`config.mk`:
```
export PLATFORM = sky130hd
export DESIGN_NAME = axis_uart_tx_flat
export DESIGN_NICKNAME = d
export VERILOG_FILES = /design/src/rtl/axis_uart_tx_if.sv /design/src/rtl/axis_uart_tx.sv /design/src/flat_wrapper.sv
export SDC_FILE = /design/constraint.sdc
export NUM_CORES = 1
export LEC_CHECK = 0
export CORE_UTILIZATION = 45
export CTS_CLUSTER_DIAMETER = 150
export CTS_CLUSTER_SIZE = 25
export DETAILED_ROUTE_END_ITERATION = 8
export DONT_BUFFER_PORTS = 1
export GPL_TIMING_DRIVEN = 1
export RECOVER_POWER = 50
export SLEW_MARGIN = 20
export SYNTH_ARGS = -nofsm -noshare
export SYNTH_HDL_FRONTEND = slang
export SYNTH_SLANG_ARGS = --single-unit
```
`constraint.sdc`:
```
create_clock -name clock -period 7.01 [get_ports clock]
set_clock_uncertainty 0.2 [all_clocks]
set_input_delay 1.0515 -clock clock [delete_from_list [all_inputs] [get_ports clock]]
set_output_delay 1.0515 -clock clock [all_outputs]
set_load 0.01 [all_outputs]
```
`src/rtl/axis_uart_tx_if.sv`:
```
// Valid/ready word channel feeding the UART transmitter.
interface axis_uart_tx_if #(
  parameter int unsigned DATA_BITS = 8
);
  logic [DATA_BITS-1:0] idata;
  logic                 ivalid;
  logic                 iready;

  modport master (output idata, output ivalid, input  iready);
  modport slave  (input  idata, input  ivalid, output iready);
endinterface

```
`src/rtl/axis_uart_tx.sv`:
```
// RS232 transmitter: accepts words on a valid/ready channel and serialises them
// with a configurable frame format, optional parity and optional CTS gating.
module axis_uart_tx #(
  parameter real         CLOCK_FREQ = 133000000.0,
  parameter real         BAUD_RATE  = 115200.0,
  parameter int unsigned DATA_BITS  = 8,
  parameter int unsigned PARITY     = 0,
  parameter int unsigned STOP_BITS  = 1,
  parameter int unsigned USE_CTS    = 1
) (
  input  logic           clock,
  input  logic           resetn,
  axis_uart_tx_if.slave  s_axis,
  output logic           txd_pin,
  input  logic           ctsn_pin,
  output logic           busy
);

  localparam int unsigned BAUD_COUNT = $rtoi(CLOCK_FREQ / BAUD_RATE + 0.5);
  localparam int unsigned CNT_W      = $clog2(BAUD_COUNT);
  localparam logic [CNT_W-1:0] CNT_RELOAD = CNT_W'(BAUD_COUNT - 1);
  localparam logic [3:0] LAST_DATA = 4'(DATA_BITS - 1);
  localparam logic [3:0] LAST_STOP = 4'(STOP_BITS - 1);

  localparam logic [2:0] ST_IDLE   = 3'd0;
  localparam logic [2:0] ST_START  = 3'd1;
  localparam logic [2:0] ST_DATA   = 3'd2;
  localparam logic [2:0] ST_PARITY = 3'd3;
  localparam logic [2:0] ST_STOP   = 3'd4;

  // Reject parameter sets the bit timing or frame counters cannot represent.
  if (BAUD_COUNT < 2) begin : g_bad_baud
    $error("axis_uart_tx: CLOCK_FREQ/BAUD_RATE must round to at least 2");
  end
  if (DATA_BITS < 5 || DATA_BITS > 9) begin : g_bad_data_bits
    $error("axis_uart_tx: DATA_BITS must be 5..9");
  end
  if (PARITY > 2) begin : g_bad_parity
    $error("axis_uart_tx: PARITY must be 0, 1 or 2");
  end
  if (STOP_BITS < 1 || STOP_BITS > 2) begin : g_bad_stop_bits
    $error("axis_uart_tx: STOP_BITS must be 1 or 2");
  end

  logic [2:0]           state_q,     state_d;
  logic [CNT_W-1:0]     cnt_q,       cnt_d;
  logic [3:0]           bit_idx_q,   bit_idx_d;
  logic [DATA_BITS-1:0] shift_q,     shift_d;
  logic                 parity_q,    parity_d;
  logic                 txd_q,       txd_d;
  logic                 busy_q,      busy_d;
  logic                 iready_q,    iready_d;
  logic [1:0]           ctsn_sync_q, ctsn_sync_d;

  logic cts_ok_c;
  logic accept_c;
  logic start_c;

  assign cts_ok_c = (USE_CTS != 0) ? ~ctsn_sync_q[1] : 1'b1;
  assign accept_c = iready_q & s_axis.ivalid;

  // Next-state, datapath and registered-output logic.
  always_comb begin
    state_d     = state_q;
    cnt_d       = cnt_q;
    bit_idx_d   = bit_idx_q;
    shift_d     = shift_q;
    parity_d    = parity_q;
    txd_d       = txd_q;
    busy_d      = busy_q;
    iready_d    = 1'b0;
    ctsn_sync_d = {ctsn_sync_q[0], ctsn_pin};
    start_c     = 1'b0;

    case (state_q)
      ST_IDLE: begin
        txd_d    = 1'b1;
        busy_d   = 1'b0;
        iready_d = cts_ok_c;
        if (accept_c) begin
          start_c = 1'b1;
        end
      end

      ST_START: begin
        cnt_d = cnt_q - CNT_W'(1);
        if (cnt_q == '0) begin
          state_d   = ST_DATA;
          cnt_d     = CNT_RELOAD;
          bit_idx_d = 4'd0;
          txd_d     = shift_q[0];
          shift_d   = shift_q >> 1;
        end
      end

      ST_DATA: begin
        cnt_d = cnt_q - CNT_W'(1);
        if (cnt_q == '0) begin
          cnt_d = CNT_RELOAD;
          if (bit_idx_q == LAST_DATA) begin
            bit_idx_d = 4'd0;
            if (PARITY != 0) begin
              state_d = ST_PARITY;
              txd_d   = parity_q;
            end else begin
              state_d = ST_STOP;
              txd_d   = 1'b1;
            end
          end else begin
            bit_idx_d = bit_idx_q + 4'd1;
            txd_d     = shift_q[0];
            shift_d   = shift_q >> 1;
          end
        end
      end

      ST_PARITY: begin
        cnt_d = cnt_q - CNT_W'(1);
        if (cnt_q == '0) begin
          state_d   = ST_STOP;
          cnt_d     = CNT_RELOAD;
          bit_idx_d = 4'd0;
          txd_d     = 1'b1;
        end
      end

      ST_STOP: begin
        cnt_d = cnt_q - CNT_W'(1);
        // Open the window one cycle early so iready is high in the final stop cycle.
        if (bit_idx_q == LAST_STOP && cnt_q == CNT_W'(1)) begin
          iready_d = cts_ok_c;
        end
        if (cnt_q == '0) begin
          if (bit_idx_q == LAST_STOP) begin
            if (accept_c) begin
              start_c = 1'b1;
            end else begin
              state_d  = ST_IDLE;
              busy_d   = 1'b0;
              txd_d    = 1'b1;
              iready_d = cts_ok_c;
            end
          end else begin
            bit_idx_d = bit_idx_q + 4'd1;
            cnt_d     = CNT_RELOAD;
          end
        end
      end

      default: begin
        state_d = ST_IDLE;
        txd_d   = 1'b1;
        busy_d  = 1'b0;
      end
    endcase

    // Frame launch shared by the idle path and the back-to-back path.
    if (start_c) begin
      state_d   = ST_START;
      cnt_d     = CNT_RELOAD;
      bit_idx_d = 4'd0;
      shift_d   = s_axis.idata;
      parity_d  = (PARITY == 1) ? ~^s_axis.idata : ^s_axis.idata;
      txd_d     = 1'b0;
      busy_d    = 1'b1;
      iready_d  = 1'b0;
    end
  end

  always_ff @(posedge clock or negedge resetn) begin
    if (!resetn) begin
      state_q     <= ST_IDLE;
      cnt_q       <= '0;
      bit_idx_q   <= 4'd0;
      shift_q     <= '0;
      parity_q    <= 1'b0;
      txd_q       <= 1'b1;
      busy_q      <= 1'b0;
      iready_q    <= 1'b0;
      ctsn_sync_q <= 2'b11;
    end else begin
      state_q     <= state_d;
      cnt_q       <= cnt_d;
      bit_idx_q   <= bit_idx_d;
      shift_q     <= shift_d;
      parity_q    <= parity_d;
      txd_q       <= txd_d;
      busy_q      <= busy_d;
      iready_q    <= iready_d;
      ctsn_sync_q <= ctsn_sync_d;
    end
  end

  assign txd_pin       = txd_q;
  assign busy          = busy_q;
  assign s_axis.iready = iready_q;

endmodule
```
`src/flat_wrapper.sv`:
```
// flat-port wrapper written by rule: the top's interface ports become plain ports
module axis_uart_tx_flat 
#(
  parameter real         CLOCK_FREQ = 133000000.0,
  parameter real         BAUD_RATE  = 115200.0,
  parameter int unsigned DATA_BITS  = 8,
  parameter int unsigned PARITY     = 0,
  parameter int unsigned STOP_BITS  = 1,
  parameter int unsigned USE_CTS    = 1
)
  (clock, resetn, txd_pin, ctsn_pin, busy, s_axis_idata, s_axis_ivalid, s_axis_iready);
  axis_uart_tx_if #(.DATA_BITS(DATA_BITS)) s_axis_i ();
  input  logic clock;
  input  logic resetn;
  output logic txd_pin;
  input  logic ctsn_pin;
  output logic busy;
  input wire logic [$bits(s_axis_i.idata)-1:0] s_axis_idata;
  input wire logic [$bits(s_axis_i.ivalid)-1:0] s_axis_ivalid;
  output wire logic [$bits(s_axis_i.iready)-1:0] s_axis_iready;
  assign s_axis_i.idata = s_axis_idata;
  assign s_axis_i.ivalid = s_axis_ivalid;
  assign s_axis_iready = s_axis_i.iready;
  axis_uart_tx #(.CLOCK_FREQ(CLOCK_FREQ), .BAUD_RATE(BAUD_RATE), .DATA_BITS(DATA_BITS), .PARITY(PARITY), .STOP_BITS(STOP_BITS), .USE_CTS(USE_CTS)) u_core (.clock(clock), .resetn(resetn), .s_axis(s_axis_i), .txd_pin(txd_pin), .ctsn_pin(ctsn_pin), .busy(busy));
endmodule
```
# ---- Word level (Yosys, flattened, before mapping)
# Index checks and enable logic that the tools add are counted.
dict set report totals {
  elab_cells 94
  register_bits 31
  inputBits 12
  output_inout_bits 3
}
dict set report op_classes {
  add_sub_neg 2
  bitwise 2
  eq_ne 18
  n_mux 50
  n_reduce_logical 14
}
# operator n
set ops {}
lappend ops {{$mux 11} 4}
lappend ops {{$mux 8} 4}
lappend ops {{$mux 3} 8}
lappend ops {{$mux 4} 6}
lappend ops {{$pmux 11 s2} 1}
lappend ops {{$ne 3x1->1 const B} 7}
lappend ops {{$mux 1} 20}
lappend ops {{$pmux 8 s2} 1}
lappend ops {{$pmux 3 s5} 1}
lappend ops {{$pmux 4 s3} 1}
lappend ops {{$eq 11x1->1 const B} 1}
lappend ops {{$logic_not 11->1} 1}
lappend ops {{$sub 11x1->11 const B} 1}
lappend ops {{$reduce_and 4->1} 2}
lappend ops {{$reduce_and 8->1} 1}
lappend ops {{$eq 3x2->1 const B} 2}
lappend ops {{$ne 3x2->1 const B} 2}
lappend ops {{$pmux 1 s2} 3}
lappend ops {{$reduce_and 6->1} 1}
lappend ops {{$reduce_bool 3->1} 2}
lappend ops {{$reduce_and 5->1} 1}
lappend ops {{$add 4x1->4 const B} 1}
lappend ops {{$eq 4x3->1 const B} 1}
lappend ops {{$logic_not 4->1} 1}
lappend ops {{12 further kinds} 13}

# ---- Logic depth before layout (Yosys ltp)
dict set report logic_depth {
  depth_word 8
  depth_mapped 8
}

# ---- Least setup slack after synthesis
# OpenSTA, ideal clock, no wires.
dict set report synth_timing {
  path_kind {register to register}
  from {register u_core.cnt_q[5]}
  to {register u_core.iready_q, in the netlist u_core.s_axis.iready}
  period_less_slack_ns 2.372
  setup_ns 0.107
  arrival_time_ns 2.066
  n_path_buf 0
  t_required_ns 6.703
  path_stages_with_launch 5
  slack_ns 4.638
  path_cell_list {dfrtp_1 or3_4 or4_4 or4_4 a2111oi_4}
}
dict set report synth_via {
  elab_chain_len 8
}
# item line_no
set synth_lines {}
lappend synth_lines {{start: declaration} axis_uart_tx.sv:46} ;# logic [CNT_W-1:0] cnt_q, cnt_d;
lappend synth_lines {{start signal: assignment} axis_uart_tx.sv:183} ;# cnt_q <= cnt_d;
lappend synth_lines {{$eq 11x1->1} axis_uart_tx.sv:130} ;# if (bit_idx_q == LAST_STOP && cnt_q == CNT_W'(1)) begin
lappend synth_lines {{$logic_and 1x1->1} axis_uart_tx.sv:130}
lappend synth_lines {{$mux 1} axis_uart_tx.sv:130}
lappend synth_lines {{$mux 1} axis_uart_tx.sv:135} ;# if (accept_c) begin
lappend synth_lines {{$mux 1} axis_uart_tx.sv:134} ;# if (bit_idx_q == LAST_STOP) begin
lappend synth_lines {{$mux 1} axis_uart_tx.sv:133} ;# if (cnt_q == '0) begin
lappend synth_lines {{$pmux 1 s2} axis_uart_tx.sv:75} ;# case (state_q)
lappend synth_lines {{$mux 1 *} axis_uart_tx.sv:158} ;# if (start_c) begin
lappend synth_lines {{via u_core.iready_d} axis_uart_tx.sv:52} ;# logic iready_q, iready_d;
lappend synth_lines {{end signal: assignment} axis_uart_tx.sv:189} ;# iready_q <= iready_d;
lappend synth_lines {{end: declaration} axis_uart_tx.sv:52}
# The timed path passes the listed nets; every way through them passes the cells marked *.
# A chain may end at the register's enable or synchronous reset.

# ---- Worst setup path in the final report
dict set report layout_timing {
  from {register u_core.cnt_q[0]}
  to {register u_core.txd_q, in the netlist u_core.txd_pin}
}
dict set report layout_via {
  elab_chain_len 5
}
# item line_no
set layout_lines {}
lappend layout_lines {{$logic_not 11->1 *} n/a}
lappend layout_lines {{$mux 1} axis_uart_tx.sv:133}
lappend layout_lines {{$pmux 1 s2} axis_uart_tx.sv:75}
lappend layout_lines {{$ne 3x1->1 (no line) / $ne 3x3->1 (equally long branches)} n/a}
lappend layout_lines {{$reduce_and 6->1 (no line)} n/a}
lappend layout_lines {{end signal: assignment} axis_uart_tx.sv:187} ;# txd_q <= txd_d;
lappend layout_lines {{end: declaration} axis_uart_tx.sv:50} ;# logic txd_q, txd_d;
# Every way passes the cells marked *; elsewhere a longest branch is shown, timed or not.

==> results by group <==
Status
  – Outcome: completed

Timing
  – Final Cycle Share: 40.59%
  – Max_slew headroom: 34.96%
  – Transition time of the tightest slew-check pin: 0.9699 ns
  – RSZ-0062 raised after global routing: false
  – Setup violators final: 0
  – Setup TNS: 0 ns
  – Post-route minimum period: 2.845 ns
  – Slew Limit Fails: 0
  – Hold WS: 0.1583 ns
  – Maximum clock rate: 0.3514 GHz
  – Final hold violations: 0

Synthesis
  – Yosys cell types: 44
  – Area leader, netlist: dfrtp_1
  – Synth Warn #: 0
  – Main flop type after synthesis: dfrtp_1
  – Synth top area cells: dfrtp_1 41%, nor2_1 5.3%, mux2i_1 4.7%
  – Post-Syn Instances: 177
  – Seq/Total Area, Yosys: 45.88%
  – Post-Syn Area per Cell: 9.600 sq um
  – Yosys top cell area share: 41.24%
  – Synthesized Nets: 193
  – Fraction of registers with async set/reset: 100.0%
  – Post-synthesis cell area: 1699 sq um
  – Number of synthesized flops with an enable pin: 0
  – Flops & latches, synth: 31

Hold path
  – Hold WC Path Type: flop to flop
  – Worst Hold End: u_core.ctsn_sync_q[1]
  – Hold Path Cell Cnt: 0
  – Hold Path Origin: u_core.ctsn_sync_q[0]

Setup path
  – Reg2Reg Capture Point: u_core.txd_pin
  – Req. time, crit path: 7.02 ns
  – Critical Path AT: 2.86 ns
  – RR Startpoint: u_core.cnt_q[0]
  – Worst reg-to-reg path cell count: 7
  – Crit end category: flop
  – Crit Path Max Fanout: 23
  – CP startpoint kind: flop
  – Critical path class: flop to flop
  – Flop-to-flop setup slack: 4.16 ns

Drt
  – Avg WL per Cell: 14.30 um
  – Mean number of vias per cell: 5.520
  – Post-route ant nets: 0
  – Initial DRT Pass Iterations: 4
  – Wirelength, routed: 3217 um
  – DR iter-0 viols: 87
  – DR DRC count: 0
  – Vias: 1242

Global route
  – First-pass GRT wire length: 5644 um
  – GRT Util Overall: 18.31%
  – Initial antenna violation count: 0
  – Number of global-route vias before repair: 1226
  – Largest net degree at the start of global routing: 32
  – Grt ovf: 0

Floorplan
  – # rows: 21
  – Core area: 3468 sq um
  – Io pins: 15
  – Die width: 63.45 um
  – Initial Utilization: 48.99%
  – Die H: 63.45 um
  – Die Footprint: 4025 sq um

Layout
  – Fillers: 324
  – Final cell count without fillers: 225
  – N_diodes: 0
  – Footprint of the multi-input gates: 844.6 sq um
  – Area grow syn2layout: 7.143%
  – Fraction of layout cells with a size suffix above 1: 10.61%
  – Nets: 194
  – FF+latch area: 779.5 sq um
  – Commonest non-fill, non-tap cells in the layout: 28 x dfrtp_1, 24 x nor2_1, 14 x nand2_1
  – Commonest non-fill, non-tap cell in the layout: dfrtp_1

Clocking
  – Worst-path clk slew: 0.07 ns
  – Cts bufs inserted: 5
  – Clock latency on the worst-skew pair: 0.28 ns
  – Hold-fix buffers, CTS: 0
  – Setup Buffers After CTS: 0
  – TritonCTS Sinks: 31
  – Max clock buf depth: 2
  – CTS tree: done
  – Post-CTS resize count: 0
  – Htree depth: 2
  – CTS root buf: clkbuf_8

Power
  – Flop pwr share: 44.6%
  – Net Sw Power: 0.2567 mW
  – Pwr dens: 394.7 nW/um^2
  – Worst vdd ir: 0.1916 mV
  – Leakage: 0.7109 nW
  – Tot Pwr: 0.7186 mW
  – Clock share of power: 24.5%
  – Gate power share: 30.9%
  – Switching Fraction: 35.72%
  – Cell Int Power: 0.4619 mW

Place
  – Post-DP HPWL: 2279 um
  – Placed Cells: 217
  – Port buffer count: 0
  – GPL Wtd Cong: 0.8248

Flow run
  – Max_cap viols: 0
[registers in the layout, indices dropped and copies added (netlist names)]
name	cells
u_core.bit_idx_q	4
u_core.busy	1
u_core.cnt_q	11
u_core.ctsn_sync_q	2
u_core.s_axis.iready	1
u_core.shift_q	8
u_core.state_q	3
u_core.txd_pin	1
[cell type report]
class	count	share of cell area [%]
Clock buffer	5	3.780
Inverter	7	1.443
Sequential cell	31	42.82
Clock inverter	3	2.405
Tap cell	46	3.162
Multi-Input combinational cell	133	46.39
[metal layers]
layer | share of wire [%] | vias to the layer above | GRT usage [%]
met4 | 1.1 | 0 | 5.114
li1 | - | 617 | -
met2 | 46 | 35 | 27.79
met1 | 48 | 586 | 24.39
met5 | 0 | - | 0
met3 | 5.1 | 4 | 6.703
[synth_stat cells (2+ instances only)]
| library cell | count |
|---|---|
| a21oi_1 | 8 |
| buf_6 | 2 |
| clkbuf_1 | 2 |
| dfrtp_1 | 28 |
| dfstp_2 | 3 |
| ha_1 | 4 |
| inv_1 | 7 |
| mux2i_1 | 8 |
| nand2_1 | 14 |
| nand2b_1 | 4 |
| nand3_1 | 6 |
| nor2_1 | 24 |
| nor2b_1 | 3 |
| nor3_1 | 3 |
| nor3b_1 | 2 |
| nor4_1 | 5 |
| o21ai_0 | 4 |
| o21ai_1 | 13 |
| o31ai_1 | 2 |
| or3_1 | 2 |
| or4_4 | 2 |
| xnor2_1 | 9 |
[through the flow]
| step | instance area (sq um) | utilization, % | worst slack [ns] |
|---|---|---|---|
| after global routing | 1821 | 52.49 | 3.921 |
| after global placement | 1708 | 49.24 | 4.311 |
| after CTS | 1821 | 52.49 | 4.164 |
| final | 1821 | 52.49 | 4.165 |
| after floorplan | 1699 | - | 4.638 |
| after detailed placement | 1708 | 49.24 | 4.191 |
[worst max-delay path, cell delays in order, from the launching register on]
cell,delay (ns)
dfrtp_1,0.41
inv_1,0.11
ha_1,0.21
nor3b_1,0.34
nand4_1,0.28
a21boi_2,0.82
nor2_1,0.11
mux2_2,0.29
[how the worst max path moves through the flow]
stage,start,to,slack [ns],cells after the start
finish,u_core.cnt_q[0],u_core.txd_pin,4.16,7
global route,u_core.cnt_q[0],u_core.txd_pin,3.92,7
CTS,u_core.cnt_q[0],u_core.txd_pin,4.16,7
detailed placement,u_core.cnt_q[0],u_core.txd_pin,4.19,7
global placement,s_axis_ivalid,u_core.txd_pin,4.31,5
floorplan,u_core.cnt_q[5],u_core.s_axis.iready,4.64,4
[power groups by stage]
stage | Sequential [mW] | Combinational [mW] | Clock, mW
3_5_place_dp | 0.322 | 0.222 | 0
6_report | 0.321 | 0.222 | 0.176
2_1_floorplan | 0.304 | 0.192 | 0
3_3_place_gp | 0.317 | 0.217 | 0
4_1_cts | 0.319 | 0.223 | 0.180
5_1_grt | 0.333 | 0.254 | 0.189
[cell families (layout without fill, tap and decap cells)]
logic type | count (synthesis) | after routing | share of synthesized area, %
and+or+nand+nor | 75 | 75 | 23.05
buffers and inverters | 13 | 15 | 4.418
xor gates and xnor gates | 9 | 9 | 4.639
muxes | 9 | 9 | 5.376
AOI/OAI and AO/OA | 36 | 36 | 13.70
adders and majority gates | 4 | 4 | 2.946
DFF | 31 | 31 | 45.88
Note: power is estimated with default switching activity, not from simulation.
==> variant 1 (same settings) <==
Put one more register stage on the output `txd_pin`, without a reset. The value now appears one clock later. The other outputs are not delayed to match.
--- a/src/rtl/axis_uart_tx.sv
+++ b/src/rtl/axis_uart_tx.sv
@@ -192,5 +192,7 @@
   end
 
-  assign txd_pin       = txd_q;
+  always_ff @(posedge clock) begin
+    txd_pin <= txd_q;
+  end
   assign busy          = busy_q;
   assign s_axis.iready = iready_q;
Function: changed (a bounded check fails within 10 cycles, from zero or initial values and one cycle with resetn low).
==> variant 1 against the unedited design <==
  * Design area increased by 2.5%
  * Area after synthesis increased by 2.2%
  * Die area increased by 2.1%
  * Worst hold slack got worse by 0.00086 ns
  * Sequential cell count increased by 1
  * Wire length increased by 1.3%
  * Worst setup slack got worse by 0.044 ns
Power is not compared: it rests on default switching activity, and its combinational part moved more than twofold at a synthesized area within 25%.
==> variant 1: results (changes against the unedited design) <==
stage,metric,value,unit,change
placement,I/O Buffers,0,,unchanged
drt,vias per cell,5.799,,+5.1%
synth,register area share after synthesis,0.4604,,+0.001612
clock_tree,Max Buffers Root-to-Sink,2,,unchanged
synth,Netlist cell types,52,,+18%
global_route,antenna violations before repair,0,,unchanged
worst_hold_path,Worst Hold Class,register to register,,
sta,Worst slew margin,0.4544,,+0.1048
layout,final net count,191,,-1.5%
worst_hold_path,cell depth of the worst min-delay path,0,,unchanged
layout,Layout fillers,349,,+7.7%
drt,First DRT Iteration DRCs,83,,-4.6%
worst_hold_path,worst hold path startpoint,u_core.ctsn_sync_q[0],,
synth,Area contributors post-synth,"dfrtp_1, dfstp_2, mux2i_1",,
placement,GP Congestion,0.8006,,-2.9%
synth,"Async S/R FF share, synth",0.9688,,-0.03125
clock_tree,clk_lat worst skew,0.28,ns,about the same
global_route,global-route wire length before repair,5830,um,+3.3%
synth,Synth top cells by count,"dfrtp_1, nor2_1, nand2_1, o21ai_0",,
critical_path,critical-path maximum fanout,19,,-17%
worst_hold_path,worst hold path endpoint,u_core.ctsn_sync_q[1],,
critical_path,WP data arrival,2.86,ns,about the same
power,Leak,0.7113,nW,
placement,Placed Area,0.001759,sq mm,+3.0%
layout,layout cell share with drive strength beyond 1,0.1193,,+0.01317
global_route,"Remaining Overflow, GRT",0,,unchanged
placement,DP HPWL,2317,um,+1.7%
layout,# diodes,0,,unchanged
sta,Hold Fails Final Rpt,0,,unchanged
global_route,number of global-route vias before repair,1284,,+4.7%
drt,Initial DRT Pass Iterations,4,,unchanged
sta,worst hold slack,0.1574,ns,-0.0008610 ns
critical_path,RR Startpoint,u_core.state_q[2],,
drt,Total Wirelength,3258,um,+1.3%
clock_tree,Worst-path clk slew,0.07,ns,about the same
layout,Largest regs,"u_core.cnt_q x11, u_core.shift_q x8, u_core.bit_idx_q x4",,
clock_tree,Root Driver,clkbuf_8,,
clock_tree,post-CTS sizing,0,,unchanged
clock_tree,postcts setup bufs,0,,unchanged
clock_tree,Num CTS Buffers,5,,unchanged
power,worst IR drop on VDD,146.8,uV,
critical_path,FF-to-FF path depth,5,,-2
synth,Yosys Warn Count,0,,unchanged
critical_path,Reg2Reg Setup Slack,4.12,ns,-0.04 ns
critical_path,worst reg2reg path endpoint,u_core.bit_idx_q[2],,
global_route,largest net degree at the start of global routing,32,,unchanged
global_route,gr usage total,0.1845,,+0.001380
clock_tree,H-tree levels,2,,unchanged
status,status,finished clean,,
## variant 1: changes by cell type in the layout (fill, tap and decap cells not counted), moves of 3 or more
cell / change
o21ai_1: -13
nor2_1: -8
o21ai_0: +8
or2_2: +3
## variant 1: final cells by class
class | count | area, sq um | share of cell area
multi-input combinational | 131 | 880.8 | 0.4719
sequential | 32 | 799.5 | 0.4283
clock buffer | 6 | 72.57 | 0.03887
tap | 48 | 60.06 | 0.03217
clock inverter | 2 | 35.03 | 0.01877
inverter | 5 | 18.77 | 0.01005
## variant 1: worst max-delay path, cell delays in order, from the launching register on
cell      delay (ns)
dfrtp_1         0.73
nor3b_1         0.67
a211oi_1        0.21
o22ai_1         0.59
o31ai_1         0.17
a21o_1          0.21
## variant 1: cell families after synthesis
group,Yosys count,share of synthesized area
AND/OR/NAND/NOR,68,0.2118
adder cells (fa/ha/maj),4,0.02882
XOR/XNOR,8,0.04035
AO/OA/AOI/OAI,43,0.1794
buffers and inverters,12,0.03242
flip-flops,32,0.4604
multiplexers,8,0.04683
## variant 1: power by group
group | total (W) | switching, W | internal (W)
sequential | 0.000186 | 0.000000237 | 0.000186
combinational | 0.000000169 | 0 | 0.000000169
clock | 0.000172 | 0.0000668 | 0.000105
## variant 1: how the worst max path moves through the flow
stage,start,to,slack (ns)
finish,u_core.state_q[2],u_core.bit_idx_q[2],4.12
global route,u_core.state_q[2],u_core.bit_idx_q[2],3.88
CTS,u_core.state_q[2],u_core.bit_idx_q[2],4.14
detailed placement,u_core.state_q[2],u_core.bit_idx_q[2],4.16
global placement,u_core.cnt_q[5],u_core.bit_idx_q[2],4.22
floorplan,u_core.bit_idx_q[0],u_core.s_axis.iready,4.45
## variant 1: through the flow
| stage | utilization | std cells | worst slack, ns |
|---|---|---|---|
| 2_1_floorplan | - | 175 | 4.451 |
| 3_3_place_gp | 0.4769 | 216 | 4.221 |
| 3_5_place_dp | 0.4769 | 216 | 4.162 |
| 4_1_cts | 0.5061 | 224 | 4.143 |
| 5_1_grt | 0.5061 | 224 | 3.878 |
| 6_report | 0.5061 | 224 | 4.121 |
## variant 1: per-layer routing
metal	wire length [um]	global-route usage	share of wire	vias to the layer above
li1	-	-	-	638
met1	1648	0.2463	0.51	631
met2	1442	0.2872	0.44	25
met3	129	0.05000	0.040	5
met4	36	0.06667	0.011	0
met5	0	0	0	-
==> variant 2 (same flow settings) <==
Made on the original files. `USE_CTS` is set to 1 in 2 places; all go to 0.
--- a/src/rtl/axis_uart_tx.sv
+++ b/src/rtl/axis_uart_tx.sv
@@ -7,5 +7,5 @@
   parameter int unsigned PARITY     = 0,
   parameter int unsigned STOP_BITS  = 1,
-  parameter int unsigned USE_CTS    = 1
+  parameter int unsigned USE_CTS    = 0
 ) (
   input  logic           clock,
--- a/src/flat_wrapper.sv
+++ b/src/flat_wrapper.sv
@@ -7,5 +7,5 @@
   parameter int unsigned PARITY     = 0,
   parameter int unsigned STOP_BITS  = 1,
-  parameter int unsigned USE_CTS    = 1
+  parameter int unsigned USE_CTS    = 0
 )
   (clock, resetn, txd_pin, ctsn_pin, busy, s_axis_idata, s_axis_ivalid, s_axis_iready);
Formal check against the unedited RTL: not equivalent (Yosys sat finds a counterexample within 4 cycles, from zero or initial values and one cycle with resetn low).
==> variant 2 against the unedited design <==
  * Area after synthesis down 2.4%
  * Critical path type unchanged
  * Worst setup slack worse by 0.29 ns
  * Sequential cell count down 2
  * Highest routed layer unchanged
  * Design area shrank 2.3%
  * Wire length rose by 2.7%
Power is not compared: it rests on default switching activity, and its combinational part moved more than twofold at a synthesized area within 25%.
==> variant 2: results (changes against the unedited design) <==
stage,metric,value,unit,change
status,status,finished clean,,
critical_path,WP data arrival,3.11,ns,+0.25 ns
layout,clk tree area frac,0.05696,,-0.004894
placement,GP Congestion,0.8212,,-0.44%
critical_path,worst reg2reg path endpoint,u_core.bit_idx_q[2],,
layout,Seq/total area,0.4086,,-0.01960
synth,Post-Syn Nets,185,,-4.1%
synth,Netlist cell types,45,,+2.3%
layout,layout cell share with drive strength beyond 1,0.09524,,-0.01091
global_route,largest net degree at the start of global routing,30,,-6.3%
synth,post-synthesis compound-gate area fraction,0.2255,,+0.08852
drt,First DRT Iteration DRCs,124,,+43%
layout,final net count,183,,-5.7%
global_route,gr usage total,0.1910,,+0.007898
synth,multiplexer share of the synthesized area,0.01207,,-0.04169
layout,layout clock buffer count,7,,+2
layout,fraction of area in multi-input gates,0.4831,,+0.01920
sta,worst hold slack,0.2581,ns,+0.09986 ns
drt,per-cell routed wire length,15.43,um,+8.0%
layout,Layout fillers,316,,-2.5%
global_route,global-route wire length before repair,5796,um,+2.7%
layout,Logic inverters,9,,+2
layout,multi-input gates,122,,-8.3%
synth,Area contributors post-synth,"dfrtp_1, xnor2_1, o22a_1",,
sta,Worst slew margin,0.4110,,+0.06139
synth,post-synthesis adder-cell area fraction,0.03017,,+0.0007108
synth,Synth top cells by count,"dfrtp_1, nand2_1, nor2_1, inv_1, o21ai_0",,
critical_path,Reg2Reg Setup Slack,3.88,ns,-0.29 ns
synth,Synth Area in XOR/XNOR,0.05279,,+0.006399
variant 2: cell types whose count changed after synthesis, sizes merged, moves of 3 or more:
cell / change
a2111o: +3
mux2i: -6
nand2: -3
nand3b: +4
nor2: -15
nor3: -3
o21a: +5
o21ai: -9
o22a: +6
xor2: +3
variant 2: worst max-delay path by stage:
stage,from,end,cells past startpoint
3_3_place_gp,u_core.cnt_q[0],u_core.bit_idx_q[2],7
5_1_grt,u_core.cnt_q[0],u_core.bit_idx_q[2],7
4_1_cts,u_core.cnt_q[0],u_core.bit_idx_q[2],7
3_5_place_dp,u_core.cnt_q[0],u_core.bit_idx_q[2],7
6_report,u_core.cnt_q[0],u_core.bit_idx_q[2],7
2_1_floorplan,s_axis_ivalid,u_core.shift_q[3],6
variant 2: stage by stage:
| step | instances | power, W | setup WS (ns) | area (sq um) | utilization |
|---|---|---|---|---|---|
| 2_1_floorplan | 169 | 0.0001707 | 4.097 | 1659 | - |
| 3_3_place_gp | 206 | 0.0001707 | 3.925 | 1678 | 0.4875 |
| 3_5_place_dp | 206 | 0.0001707 | 3.872 | 1678 | 0.4875 |
| 4_1_cts | 214 | 0.0003258 | 3.866 | 1779 | 0.5169 |
| 5_1_grt | 214 | 0.0003316 | 3.687 | 1779 | 0.5169 |
| 6_report | 214 | 0.0003203 | 3.879 | 1779 | 0.5169 |
variant 2: per-layer routing:
layer,global-route usage,share of wire,up-vias
met3,0.06752,0.042,4
met2,0.2826,0.44,22
met4,0.06105,0.011,0
met5,0,0,-
met1,0.2600,0.51,598
li1,-,-,618
variant 2: worst max-delay path: stages (launching register included):
cell and delay, ns:
dfrtp_1 0.42, inv_1 0.09, ha_1 0.18, or3b_2 0.52, nor4_2 0.68, a221o_1 0.52
o21ai_0 0.16, a22o_1 0.25
